File: config.mk
export PLATFORM = sky130hd
export DESIGN_NAME = irq_conditioner
export DESIGN_NICKNAME = d
export VERILOG_FILES = /design/src/rtl/irq_conditioner.sv
export SDC_FILE = /design/constraint.sdc
export NUM_CORES = 1
export LEC_CHECK = 0
export CAP_MARGIN = 20
export CORE_MARGIN = 5
export CORE_UTILIZATION = 50
export CTS_BUF_LIST = sky130_fd_sc_hd__clkbuf_8 sky130_fd_sc_hd__clkbuf_16
export CTS_CLUSTER_DIAMETER = 150
export DETAILED_ROUTE_END_ITERATION = 6
export GPL_TIMING_DRIVEN = 0
export HOLD_SLACK_MARGIN = 0.08
export PLACE_DENSITY = 0.8
export SLEW_MARGIN = 5
export SYNTH_ARGS = -nofsm -noshare
export SYNTH_HDL_FRONTEND = slang
export SYNTH_SLANG_ARGS = --single-unit
File: constraint.sdc
create_clock -name clk_i -period 1.08 [get_ports clk_i]
set_input_delay 0.108 -clock clk_i [delete_from_list [all_inputs] [get_ports clk_i]]
set_output_delay 0.108 -clock clk_i [all_outputs]
set_load 0.01 [all_outputs]
File: src/rtl/irq_conditioner.sv
// Per-source interrupt conditioning ahead of the PLIC: optional synchroniser,
// symmetric stability filter, then level or rising-edge output with enable.
module irq_conditioner #(
  parameter int unsigned         NumIrqs      = 32,
  parameter int unsigned         SyncStages   = 2,
  parameter logic [NumIrqs-1:0]  SyncMask     = '1,
  parameter int unsigned         FilterCycles = 4,
  parameter logic [NumIrqs-1:0]  EdgeMask     = '0
) (
  input  logic               clk_i,
  input  logic               rst_ni,
  input  logic [NumIrqs-1:0] irq_i,
  input  logic [NumIrqs-1:0] enable_i,
  output logic [NumIrqs-1:0] interrupts_o,
  output logic [NumIrqs-1:0] edge_trigger_o,
  output logic [NumIrqs-1:0] filtered_o
);

  localparam int unsigned CntW = (FilterCycles > 1) ? $clog2(FilterCycles) : 1;
  localparam logic [CntW-1:0] CntLast = CntW'(FilterCycles - 1);

  assign edge_trigger_o = {EdgeMask[NumIrqs-1:1], 1'b0};

  // Source 0 is reserved; its inputs are intentionally ignored.
  logic unused_bit0;
  assign unused_bit0 = irq_i[0] ^ enable_i[0];

  for (genvar i = 0; i < NumIrqs; i++) begin : g_src
    if (i == 0) begin : g_tie
      assign interrupts_o[i] = 1'b0;
      assign filtered_o[i]   = 1'b0;
    end else begin : g_pipe
      localparam int unsigned Depth = SyncMask[i] ? SyncStages : 1;

      logic [Depth-1:0] chain;
      logic [CntW-1:0]  cnt;
      logic             s;
      logic             f;
      logic             f_d;
      logic             o;

      assign s = chain[Depth-1];

      always_ff @(posedge clk_i) begin
        if (!rst_ni) begin
          chain <= '0;
          cnt   <= '0;
          f     <= 1'b0;
          f_d   <= 1'b0;
          o     <= 1'b0;
        end else begin
          chain[0] <= irq_i[i];
          for (int k = 1; k < Depth; k++) chain[k] <= chain[k-1];

          // Any return to the accepted level restarts the stability count.
          if (s == f) begin
            cnt <= '0;
          end else if (cnt == CntLast) begin
            f   <= s;
            cnt <= '0;
          end else begin
            cnt <= cnt + CntW'(1);
          end

          f_d <= f;

          if (!enable_i[i])     o <= 1'b0;
          else if (EdgeMask[i]) o <= f & ~f_d;
          else                  o <= f;
        end
      end

      assign interrupts_o[i] = o;
      assign filtered_o[i]   = f;
    end
  end

endmodule

Word-level counts from Yosys, hierarchy flattened
Cells that the tools add are included.
Widths: inputs -> output; s select.
- bitwise gates (word level): 32
- reduce and logical (&&, ||, !) cells: 93
- equal/unequal tests: 62
- add/sub/neg operators: 31
- operators by type and width (kind ; number):
    $reduce_and 2->1 ; 62
    $reduce_or 3->1 ; 31
    $add 2x1->2 const B ; 31
    $eq 2x2->1 const B ; 31
    $not 1->1 ; 32
    $eq 1x1->1 ; 31
- output and inout port bits: 96
- flip-flop bits (word level): 186
- input port bits: 66

Depth between registers and ports, before layout
Gate-level depths: netlist (run 1).
- depth in word-level cells: 3
- mapped depth: 3
- gate-level depth less buffers: 3

Worst setup path before layout (run 1)
No wires, ideal clock.
- kind: reg-to-reg
- start point: reg g_src[1].g_pipe.cnt[0]
- end point: reg g_src[1].g_pipe.cnt[1]
- buffers on the path: 0
- library setup time: 117 ps
- slack: 191 ps
- arrival: 771 ps
- required time: 963 ps
- clock period less this slack: 889 ps
- cell stages (with the launch flop): 3
- path through: dfxtp_1 > ha_1 > and4bb_2
- longest elaborated chain between the ends: 2
- elaborated cells on any way between the ends: 3
- ends and longest elaborated chain (what ; RTL line ; text):
    start, declared ; 36 ; logic [CntW-1:0] cnt;
    start signal, assigned ; 62 ; cnt <= cnt + CntW'(1);
    $eq 2x2->1 ; 58 ; end else if (cnt == CntLast) begin
    $reduce_or 3->1 (no source line) ; n/a ;
Parallel ways exist; a longest one is shown, timed or not.
A chain may end at the register's enable or synchronous reset.

Worst setup path in the final report (run 1)
- start point: reg g_src[22].g_pipe.f
- end point: out filtered_o[22]
- RTL lines (what ; RTL line ; text):
    start, declared ; 38 ; logic f;
    start signal, assigned ; 59 ; f <= s;
    end, declared ; 16 ; output logic [NumIrqs-1:0] filtered_o
No word-level cell between the ends.

==> flow_summary.toml, run 1 <==
[synthesis]
ys_seq_elements = 186
ys_async_sr_fraction = 0
synth_edf_count = 0
yosys-top-cells-count = "186 x dfxtp_1, 100 x buf_4, 62 x and2_1"
syn_area_per_cell_um2 = 12.2
synth_flop_cell = "dfxtp_1"
yosysTopAreaCell = "dfxtp_1"
synth_top_area_share = 0.525
yosys.cell_count.top_type = "dfxtp_1"
synth.area.top_cells = "dfxtp_1 52%, buf_4 11%, nor4b_2 5.5%"
yosysUniqueCellTypes = 16
synth_seq_area_share = 0.525
ys_warn_count = 0
netlist_area_um2 = 7090
postSynthCellCount = 582

[global_routing]
grt_pass1_wl_mm = 23.5
use_met1 = 0.198
grt_util_all_layers = 0.180
grt_max_degree = 17
grtUsageMet2 = 0.338
use_met3 = 0.0499
antenna_found_initial = 0
grt_overflow_total = 0
grt_busiest_layer = "met2"
grt_pass1_vias = 4836

[die]
core_um2 = 13900
dieArea_um2 = 16700
row_count = 43
die_h_um = 129
ios = 162
die_w_um = 129
initial_utilization = 0.511

[flow_run]
maxCapViolations = 0

[sta]
skew_ns = 0.00683
worst_slack_ns = -0.0224
tns_ns = -0.0622
maxSlewViolCount = 0
fmax_mhz = 907
final-setup-viol-count = 5
rsz0062_at_grt = "true"
finalHoldViolCount = 0
layout_min_cycle_time_ns = 1.10
period_share = 1.02

[drt]
wl_mm = 14.7
dr.pass1.iters = 4
drtIter0Drc = 112
route.detailed.drc = 0
antenna_left = 0
post_drt_wl_per_cell_um = 15.8
vias_per_cell = 4.73
vias = 4401

[clocking]
cts-root-buf = "clkbuf_16"
tritoncts = "yes"
numCtsBuffers = 17
path_clk_slew_ns = 0.06
cts-htree-levels = 4
max-clock-path-buffers = 2
clock_latency_ns = 0.42
clock_sinks = 186

[final_layout]
nets = 834
postLayoutCoreUtil = 0.686
syn2layout_area_growth_pct = 34.3
drive_gt1_frac = 0.407
num_antenna_cells = 0

[setup_path]
crit_required_ns = 0.97
cp-start-kind = "register"
crit_type = "register to output pin"
endpoint_kind = "output pin"
cp_max_fo = 2
arrival_ns = 0.99

[outcome]
violations = "setup timing"
status = "finished with violations"

[power]
p_per_area_nw_per_um2 = 1420
p_total_uw = 13500
power.leakage_uw = 0.00405
ir_drop_uv = 887

[place]
gp_congestion = 0.717
hpwlAfterDp_mm = 10.1
portBuffers = 124

[hold_path]
hold_class = "primary input to register"
[cell usage in the layout, fill, tap and decap left out, types with 4 or more instances in the layout]
master           netlist  final
xnor2_4                0      5
xnor2_2                0     17
and4bb_2              20     20
ha_1                  31     28
clkbuf_2               7      7
nor4b_1                5      4
and2_1                62     62
and3_1                31     31
nor4bb_2               0      4
clkdlybuf4s50_1        0     62
nor4b_2               26     27
mux2i_1               31     31
conb_1                 1     34
xnor2_1               31      9
buf_6                  0     69
buf_2                  6      4
nor2b_1               31     31
dfxtp_4                0      7
dfxtp_1              186    140
clkinv_2               0      5
clkbuf_16              0     17
buf_4                100     71
nor4bb_1              11      7
dfxtp_2                0     39
[sequential cells by signal (all words and copies together) (netlist names)]
register / count
g_src.g_pipe.chain: 62
g_src.g_pipe.cnt: 62
g_src.g_pipe.o: 31
g_src.g_pipe.f: 31
[metal layers]
metal	part of all wire	vias up	routed length (µm)
met2	0.54	116	7930
met4	0.014	0	205
met1	0.40	2119	5840
met5	0	-	0
met3	0.047	18	683
li1	-	2148	-
[metrics by stage]
step	cell area, µm²	instances	hold WS (ns)	worst slack, ns
after detailed placement	8680	919	0.417	-0.104
after floorplan	7220	615	0.235	0.191
final	9520	930	0.178	-0.0224
after global routing	9520	930	0.171	-0.0607
after global placement	8680	919	0.413	-0.0725
after CTS	9430	954	0.179	-0.0809
[area by class of cell]
cell class | count | area (µm²)
plain buffers | 62 | 449
fillers | 996 | 4360
repair buffers | 157 | 1570
clock inverters | 12 | 73.8
clock buffers | 20 | 467
flip-flops and latches | 186 | 3800
multi-input cells | 313 | 2940
well taps | 180 | 225
[logic make-up (layout without fill, tap and decap cells)]
family                   Yosys count  after routing  share of synthesized area
flip-flops                       186            186                      0.525
AND/OR/NAND/NOR                  186            186                      0.221
buffers and inverters            116            251                      0.117
adder cells (fa/ha/maj)           31             31                     0.0547
XOR/XNOR                          31             31                     0.0383
multiplexers                      31             31                     0.0437
other                              1             34                   0.000529
[power breakdown]
part | total (µW) | switching (µW) | internal [µW]
combinational | 788 | 294 | 494
clock | 5620 | 2520 | 3110
sequential | 7070 | 83.6 | 6980
[worst paths after layout]
check	start	end	slack [ns]	cells after the start
worst max-delay path	g_src[22].g_pipe.f	filtered_o[22]	-0.02	2
worst max register to register	g_src[14].g_pipe.cnt[0]	g_src[14].g_pipe.cnt[1]	0.03	2
worst min-delay path	rst_ni	g_src[11].g_pipe.chain[1]	0.18	2
worst min register to register	g_src[16].g_pipe.chain[0]	g_src[16].g_pipe.chain[1]	0.43	1
[critical path, cell delays in order (launching register included)]
cell and delay, ns:
dfxtp_4 0.36, buf_6 0.11, buf_6 0.11
[repair_timing]
item,in CTS,in global routing
pin swaps,0,3
gates resized for setup,362,50
endpoints found under the setup margin,62,64
buffers inserted,30,2
hold endpoints to repair,16,0
hold buffers,1,0
No activity file was read; power rests on OpenSTA's default activity.
==> inputs of run 2 (changes only) <==
--- a/config.mk
+++ b/config.mk
@@ -11,6 +11,7 @@
 export CTS_BUF_LIST = sky130_fd_sc_hd__clkbuf_8 sky130_fd_sc_hd__clkbuf_16
 export CTS_CLUSTER_DIAMETER = 150
 export DETAILED_ROUTE_END_ITERATION = 6
+export GPL_ROUTABILITY_DRIVEN = 0
 export GPL_TIMING_DRIVEN = 0
 export HOLD_SLACK_MARGIN = 0.08
 export PLACE_DENSITY = 0.8
==> results of run 2 <==
No change in the layout: final DEF, timing and power equal those of run 1.
